--- src/rtl/bayer_mosaic.sv ---
// bayer_mosaic
//   Converts an RGB888 pixel stream into an 8-bit Bayer raw stream. Each raw
//   sample also carries its linear frame address. The Bayer phase matches the
//   demosaic cX/cY convention, so a mosaic->demosaic round trip stays
//   pixel-aligned:
//     (odd,odd)=G, (odd,even)=B, (even,odd)=R, (even,even)=G   as (cX,cY)
//
//   Optional build macro: MOSAIC_TESTPAT_EN
//     Adds input test_mode. While test_mode=1, the RGB inputs are replaced by
//     8 vertical colour bars, each size_x/8 wide, in this order: white,
//     yellow, cyan, green, magenta, red, blue, black.
//
// Parameters
//   size_x       active pixels per line
//   size_y       active lines per frame
// Ports
//   clock        rising-edge clock
//   reset        synchronous, active-high
//   in_valid     RGB pixel present on red/green/blue
//   in_ready     block can accept a pixel this cycle (combinational)
//   sof          start-of-frame; forces the accepted pixel to (0,0)
//   red/green/blue  input pixel
//   test_mode    (MOSAIC_TESTPAT_EN only) select colour-bar source
//   out_valid    raw/address_out hold a valid sample
//   out_ready    downstream accepts the sample
//   raw          Bayer sample
//   address_out  cY*size_x+cX of the raw sample
//   frame_done   high with the beat of the last pixel of the frame
module bayer_mosaic #(
  parameter int size_x = 640,
  parameter int size_y = 480
) (
  input  logic        clock,
  input  logic        reset,
  input  logic        in_valid,
  output logic        in_ready,
  input  logic        sof,
  input  logic [7:0]  red,
  input  logic [7:0]  green,
  input  logic [7:0]  blue,
`ifdef MOSAIC_TESTPAT_EN
  input  logic        test_mode,
`endif
  output logic        out_valid,
  input  logic        out_ready,
  output logic [7:0]  raw,
  output logic [18:0] address_out,
  output logic        frame_done
);

  localparam int CX_W   = (size_x > 1) ? $clog2(size_x) : 1;
  localparam int CY_W   = (size_y > 1) ? $clog2(size_y) : 1;
  localparam int ADDR_W = 19;
  localparam logic [CX_W-1:0] X_LAST = CX_W'(size_x - 1);
  localparam logic [CY_W-1:0] Y_LAST = CY_W'(size_y - 1);

  function automatic logic [7:0] bayer_pick(input logic x_odd, input logic y_odd,
                                            input logic [7:0] r, input logic [7:0] g,
                                            input logic [7:0] b);
    logic [7:0] s;
    case ({x_odd, y_odd})
      2'b11:   s = g;
      2'b10:   s = b;
      2'b01:   s = r;
      default: s = g;
    endcase
    return s;
  endfunction

`ifdef MOSAIC_TESTPAT_EN
  localparam int unsigned BAR_W = (size_x / 8 > 0) ? size_x / 8 : 1;

  // Returns {R,G,B} on/off flags for one colour bar.
  function automatic logic [2:0] bar_colour(input logic [2:0] bar);
    logic [2:0] c;
    case (bar)
      3'd0:    c = 3'b111;  // white
      3'd1:    c = 3'b110;  // yellow
      3'd2:    c = 3'b011;  // cyan
      3'd3:    c = 3'b010;  // green
      3'd4:    c = 3'b101;  // magenta
      3'd5:    c = 3'b100;  // red
      3'd6:    c = 3'b001;  // blue
      default: c = 3'b000;  // black
    endcase
    return c;
  endfunction

  int unsigned bar_i;
  logic [2:0]  bar_idx;
  logic [2:0]  bar_rgb;
`endif

  logic [CX_W-1:0]   cnt_x;
  logic [CY_W-1:0]   cnt_y;
  logic [ADDR_W-1:0] addr_cnt;

  logic              accept;
  logic [CX_W-1:0]   eff_x;
  logic [CY_W-1:0]   eff_y;
  logic [ADDR_W-1:0] eff_addr;
  logic              last_px;
  logic [7:0]        pix_r, pix_g, pix_b;
  logic [7:0]        sample;

  assign in_ready = !out_valid | out_ready;

  // Input stage: sof overrides the running position so that the accepted
  // pixel lands on (0,0) and counting resumes from there.
  always_comb begin
    accept   = in_valid & in_ready;
    eff_x    = sof ? '0 : cnt_x;
    eff_y    = sof ? '0 : cnt_y;
    eff_addr = sof ? '0 : addr_cnt;
    last_px  = (eff_x == X_LAST) && (eff_y == Y_LAST);
    pix_r    = red;
    pix_g    = green;
    pix_b    = blue;
`ifdef MOSAIC_TESTPAT_EN
    bar_i    = 32'(eff_x) / BAR_W;
    bar_idx  = (bar_i > 7) ? 3'd7 : 3'(bar_i);
    bar_rgb  = bar_colour(bar_idx);
    if (test_mode) begin
      pix_r = {8{bar_rgb[2]}};
      pix_g = {8{bar_rgb[1]}};
      pix_b = {8{bar_rgb[0]}};
    end
`endif
    sample   = bayer_pick(eff_x[0], eff_y[0], pix_r, pix_g, pix_b);
  end

  // Position counters; the address runs in step with them, so a plain +1
  // covers the line wrap and no multiplier is needed.
  always_ff @(posedge clock) begin
    if (reset) begin
      cnt_x    <= '0;
      cnt_y    <= '0;
      addr_cnt <= '0;
    end else if (accept) begin
      if (last_px) begin
        cnt_x    <= '0;
        cnt_y    <= '0;
        addr_cnt <= '0;
      end else if (eff_x == X_LAST) begin
        cnt_x    <= '0;
        cnt_y    <= eff_y + CY_W'(1);
        addr_cnt <= eff_addr + ADDR_W'(1);
      end else begin
        cnt_x    <= eff_x + CX_W'(1);
        cnt_y    <= eff_y;
        addr_cnt <= eff_addr + ADDR_W'(1);
      end
    end
  end

  // Output stage: a single register. When stalled, in_ready is low, so no
  // accept can happen and the held values stay put.
  always_ff @(posedge clock) begin
    if (reset) begin
      out_valid   <= 1'b0;
      raw         <= '0;
      address_out <= '0;
      frame_done  <= 1'b0;
    end else if (accept) begin
      out_valid   <= 1'b1;
      raw         <= sample;
      address_out <= eff_addr;
      frame_done  <= last_px;
    end else if (out_ready) begin
      out_valid   <= 1'b0;
      frame_done  <= 1'b0;
    end
  end

endmodule

--- config.mk ---
export PLATFORM = sky130hd
export DESIGN_NAME = bayer_mosaic
export DESIGN_NICKNAME = d
export VERILOG_FILES = /design/src/rtl/bayer_mosaic.sv
export SDC_FILE = /design/constraint.sdc
export NUM_CORES = 1
export LEC_CHECK = 0
export BUFFER_PORTS_ARGS = -buffer_cell sky130_fd_sc_hd__buf_4
export CORE_ASPECT_RATIO = 0.7
export CORE_MARGIN = 8
export CORE_UTILIZATION = 55
export CTS_CLUSTER_SIZE = 16
export DETAILED_ROUTE_END_ITERATION = 10
export PLACE_DENSITY = 0.79
export SKIP_LAST_GASP = 1
export SYNTH_ARGS = -nofsm -noshare
export SYNTH_HDL_FRONTEND = slang
export SYNTH_SLANG_ARGS = --single-unit
--- constraint.sdc ---
create_clock -name clock -period 2.8 [get_ports clock]
set_input_delay 0.14 -clock clock [delete_from_list [all_inputs] [get_ports clock]]
set_output_delay 0.14 -clock clock [all_outputs]
set_load 0.02 [all_outputs]
-- After elaboration in Yosys (flattened, before gate mapping)
Index checks and enable logic that the tools add are counted.
- logic and storage cells: 31
- bits of input ports: 29
- flip-flop bits (word level): 67
- output and inout port bits: 30
- $add $sub $neg: 3
- equality and inequality tests: 4
- bitwise gates (word level): 2
- mux-type cells: 12
- reductions and logical operators: 3
- operator list (cell ; count):
    $mux W19 ; 2
    $mux W10 ; 3
    $mux W9 ; 3
    $add A19 B1 Y19 const B ; 1
    $pmux W8 S2 ; 1
    $add A10 B1 Y10 const B ; 1
    $eq A10 B10 Y1 const B ; 1
    $add A9 B1 Y9 const B ; 1
    $eq A9 B9 Y1 const B ; 1
    $mux W1 ; 3
    $eq A2 B1 Y1 const B ; 1
    $eq A2 B2 Y1 const B ; 1
    $reduce_bool A2 Y1 ; 1
    $and A1 B1 Y1 ; 1
    $logic_and A1 B1 Y1 ; 1
    $logic_not A1 Y1 ; 1
    $or A1 B1 Y1 ; 1

-- Depth between registers and ports, before layout
- depth after elaboration: 4
- depth in mapped cells: 11
- gate-level depth less buffers: 8

-- Least setup slack after synthesis
No wires, ideal clock.
- kind: input to register
- start point: in sof
- end point: reg addr_cnt[18]
- stages on the path: 11
- data required time: 2.726 ns
- buffers on the path: 3
- setup time: 0.074 ns
- arrival: 1.980 ns
- slack: 0.746 ns
- path through: clkbuf_1 nand2b_1 inv_1 ha_1 and3b_1 and4_4 buf_6 a211oi_4 buf_4 o31ai_1 a31oi_1
- cells in the longest elaborated chain, start to end: 4
- elaborated cells on any way between the ends: 8
- those cells by class: 1 x add/sub; 2 x eq/ne; 4 x mux; 1 x reduce/logical
- RTL lines (item ; RTL line ; text):
    start: declaration ; 37 ; input logic sof,
    parallel branches: the longest is 3 deep, another holds $add A19 B1 Y19 ; -- ;
    $mux W19 * ; 140 ; if (last_px) begin
    end signal: assignment ; 147 ; addr_cnt <= eff_addr + ADDR_W'(1);
    end signal: assignment ; 151 ; addr_cnt <= eff_addr + ADDR_W'(1);
    end: declaration ; 96 ; logic [ADDR_W-1:0] addr_cnt;
Every way passes the cells marked *.
A chain may end at the register's enable or synchronous reset.

-- Final worst setup path
- start point: reg cnt_x[0]
- end point: reg addr_cnt[17]
- cells in the longest elaborated chain, start to end: 4
- RTL lines (item ; RTL line ; text):
    start: declaration ; 94 ; logic [CX_W-1:0] cnt_x;
    start signal: assignment ; 149 ; cnt_x <= eff_x + CX_W'(1);
    $mux W10 ; 112 ; eff_x = sof ? '0 : cnt_x;
    $eq A10 B10 Y1 ; 115, 144 ;
    $logic_and A1 B1 Y1 ; 115 ; last_px = (eff_x == X_LAST) && (eff_y == Y_LAST);
    $mux W19 ; 140 ;
Every way passes these cells.

==> results.txt <==
The tools report the required time reported for the critical path endpoint as 3010 ps. The total congestion overflow after global routing is 0. The depth of the worst register-to-register path was 8. Setup repair after global routing left no endpoint under its margin. The worst register-to-register path ends at addr_cnt[17]. The post-synthesis average cell area is 7.811 um2, and the share of synthesized cell area in and, or, nand and nor gates is 0.2983. Critical path launch point: cnt_x[0]. The run gives 0 as the quantity of gates resized following cts.

The critical path is of the reg -> reg type. STA classifies the critical path endpoint as a flop. The first global-routing pass estimated 15030 um of wire. The clock-pin slew reported for the worst setup and hold paths after clock tree synthesis was 70 ps. Most area-hungry cell type in the Yosys netlist: sky130_fd_sc_hd__dfxtp_1. Share of cells above drive strength 1: 0.1852.

After layout, the worst setup slack is 243.8 ps. TritonCTS built the clock tree. The die covers 9006 um2. The core region is 6096 um2. In the synthesized netlist the dominant register cell turns out to be sky130_fd_sc_hd__dfxtp_1. For the count of routing violations after the opening detailed-route iteration, the log shows 418.

The number of nets in the synthesized netlist is 470. The portion of synthesized cell area occupied by the leading cell type is 0.3938, and the pin count of the biggest net entering global routing is 58. The area fraction in compound gates after synthesis works out to 0.2373. In this run the core area contains 24 standard-cell rows. Dividing the detail-routed wire length by the instance count gives 16.70 um. In this run the most critical hold path is launched from in_valid. The fraction of registers with async set or reset after synthesis was 0.

For the global routing usage summed across all routing layers, the log shows 0.2125. The combinational family with the most area after synthesis is simple AND/OR/NAND/NOR gates. For the number of warnings printed during yosys synthesis, the log shows 0.

The run gives 0 as the final-report max-slew violation count. Worst slew margin relative to its limit: 0.3607. Dividing the detail-routed via count by the number of cells gives 6.018. Across all hold checks on the routed design, the worst slack comes to 61.23 ps. The kind of launch point of the worst setup path is a flop. The final clock skew is 6.553 ps. Power spread over the standard cell area amounts to 507.4 nW/um2. CTS built an H-tree with a depth of 3.

For the pin with the worst max-slew slack, the measured transition is 957.2 ps. 0 antenna diodes ended up in the layout. The detailed router placed 3394 vias in this run. Max-capacitance violation count: 0.

The number of buffers inserted by port buffering is 58, and the synthesized netlist cell count is 436. Counting distinct cell types in the post-synthesis netlist gives 52. Timing would allow up to 0.3912 GHz. In this run the worst hold path is classified as in -> reg. By count the netlist is led by sky130_fd_sc_hd__nand2_1, sky130_fd_sc_hd__dfxtp_1, sky130_fd_sc_hd__a21oi_1. The mapped netlist covers 3406 um2. The shortest period the worst path allows was 2556 ps.

Across the VDD grid, the largest voltage drop is 0.2948 mV. The number of endpoints with negative hold slack in the final report is 0, and the period utilization is 0.9129. Counting instances, the worst hold path has a depth of 3.

For the worst setup path, the data arrival time is 2770 ps. At the end of routability-driven placement, the weighted congestion stood at 0.8156. The antenna violation net count after detailed routing came out at 0. The portion of netlist area occupied by mux cells came out at 0.003306. The logs give 350 ps for the source-to-sink clock delay at the later pin of the worst-skew pair and 0.468 for the sequential share of power.

The terminating pin of the worst hold path is out_valid. The number of global-route vias before repair is 3068, and the number of setup buffers added after CTS is 0. Setup violations remaining at the end of the flow were counted as 0. The arithmetic-cell share of the synthesized area counting full adders, half adders and majority gates is 0.01837, and the power share of the clock group is 0.441.

The net switching fraction of the power is 0.2477. In this run the power spent charging and discharging nets is 0.0005134 W. By area the synthesized netlist is led by sky130_fd_sc_hd__dfxtp_1, sky130_fd_sc_hd__nand2_1, sky130_fd_sc_hd__a21oi_1. Among all cell types in the netlist, the one instantiated most often is sky130_fd_sc_hd__nand2_1. Counting every sink on the clock net gives 67. In this run, synthesis produced a sequential element count of 67. Total clock buffers created by CTS: 9. The tools report the overall routed net length as 9416 um. Before antenna repair, the detailed router went through 5 iterations. The analysis attributes to cell leakage a power of 1.513 nW. The tools report the share of synthesized area occupied by flip-flops and latches as 0.3938. Final routed DRC violation total: 0. For the initial antenna violation count, the log shows 0. The logs give 0 for the hold buffer count at cts and 0 ps for the aggregate negative setup slack.

From synthesis to final layout, the design area changed by 19.95%. The die boundary height works out to 81.84 um. In this run the register-to-register setup slack is 240 ps. Counting flops with a built-in enable in the synthesized netlist gives 0. The internal portion of the total power is 0.001559 W. The width of the die works out to 110.1 um.

The run finished with clean final reports. No sink is reached through more buffers than the 2 on the longest clock path. The tools report the combinational share of power as 0.090.

The tools report the worst slack at placement as 218.1 ps. In the final design database the tool counted 515 nets. The source of the worst register-to-register timing path is cnt_x[0]. During I/O placement, the number of pins put on the boundary was 59. Of all nets on the critical path, the largest fanout is 16. The effective utilization at floorplan was 0.5587; the total half-perimeter wirelength after legalization and detailed placement was 6600 um. The root buffer cell chosen for the clock tree is sky130_fd_sc_hd__clkbuf_8. Parity-gate share of the synthesized area counting xor and xnor cells: 0.002572.
-- logic make-up after synthesis --
logic type / Yosys count
AND/OR/NAND/NOR: 191
adder cells (fa/ha/maj): 5
buffers and inverters: 38
flip-flops: 67
AO/OA/AOI/OAI: 133
XOR/XNOR: 1
multiplexers: 1
-- how the worst max path moves through the flow --
stage	end	slack, ps
global route	addr_cnt[17]	30
floorplan	addr_cnt[18]	750
finish	addr_cnt[17]	240
CTS	addr_cnt[17]	290
detailed placement	addr_cnt[17]	220
global placement	addr_cnt[17]	350
-- through the flow --
stage / instances / util / power [W] / cell area (um2)
final: 564 / 0.6702 / 0.002073 / 4085
after global routing: 564 / 0.6702 / 0.002149 / 4085
after CTS: 564 / 0.6702 / 0.002083 / 4085
after detailed placement: 548 / 0.6330 / 0.001178 / 3859
after global placement: 548 / 0.6330 / 0.001175 / 3859
after floorplan: 436 / - / 0.001106 / 3406
-- cell type report --
type / instances / area (um2)
Clock inverter: 6 / 88.84
Sequential cell: 67 / 1341
Multi-Input combinational cell: 331 / 1909
Clock buffer: 10 / 137.6
Tap cell: 78 / 97.59
Inverter: 8 / 30.03
Timing Repair Buffer: 64 / 480.5
Fill cell: 525 / 2011
-- power by group through the flow --
stage | logic (W) | clock network (W) | registers (W)
global placement | 0.000182 | 0 | 0.000992
detailed placement | 0.000185 | 0 | 0.000993
global route | 0.000204 | 0.000973 | 0.000972
CTS | 0.000186 | 0.000927 | 0.000971
floorplan | 0.000104 | 0 | 0.00100
finish | 0.000187 | 0.000915 | 0.000971
-- state kept, by name, indices dropped and copies added (netlist names) --
signal / flops
addr_cnt: 19
cnt_x: 10
raw: 8
cnt_y: 9
out_valid: 1
frame_done: 1
address_out: 19
-- critical path: stages, from the launching register on --
cell and delay, ps:
sky130_fd_sc_hd__dfxtp_1 360, sky130_fd_sc_hd__nand2b_1 110, sky130_fd_sc_hd__inv_1 130, sky130_fd_sc_hd__ha_1 240
sky130_fd_sc_hd__nand3_2 180, sky130_fd_sc_hd__nor3_4 630, sky130_fd_sc_hd__a211oi_2 390, sky130_fd_sc_hd__a41oi_1 320
sky130_fd_sc_hd__a31oi_1 60
-- placed cells by master (no fill, tap or decap), types with 6 or more instances in the layout --
master	count
sky130_fd_sc_hd__nand2_1	71
sky130_fd_sc_hd__dfxtp_1	67
sky130_fd_sc_hd__buf_4	64
sky130_fd_sc_hd__a21oi_1	53
sky130_fd_sc_hd__nor2_1	28
sky130_fd_sc_hd__o21ai_0	24
sky130_fd_sc_hd__a31oi_1	20
sky130_fd_sc_hd__nand3_1	11
sky130_fd_sc_hd__nand3b_1	10
sky130_fd_sc_hd__clkbuf_8	10
sky130_fd_sc_hd__nand2b_1	9
sky130_fd_sc_hd__a22oi_1	9
sky130_fd_sc_hd__inv_1	8
sky130_fd_sc_hd__nor3b_1	8
sky130_fd_sc_hd__nor2b_1	7
sky130_fd_sc_hd__nor3_1	7
sky130_fd_sc_hd__nand4_1	7
sky130_fd_sc_hd__a41oi_1	6
-- per-layer routing --
| layer | share of wire | routed length (um) | GRT usage | vias to the layer above |
|---|---|---|---|---|
| li1 | - | - | - | 1677 |
| met1 | 0.47 | 4451 | 0.2918 | 1587 |
| met2 | 0.45 | 4281 | 0.3186 | 120 |
| met3 | 0.063 | 589 | 0.05408 | 10 |
| met4 | 0.0099 | 93 | 0.06980 | 0 |
| met5 | 0 | 0 | 0 | - |
(Power assumes the default switching activity.)
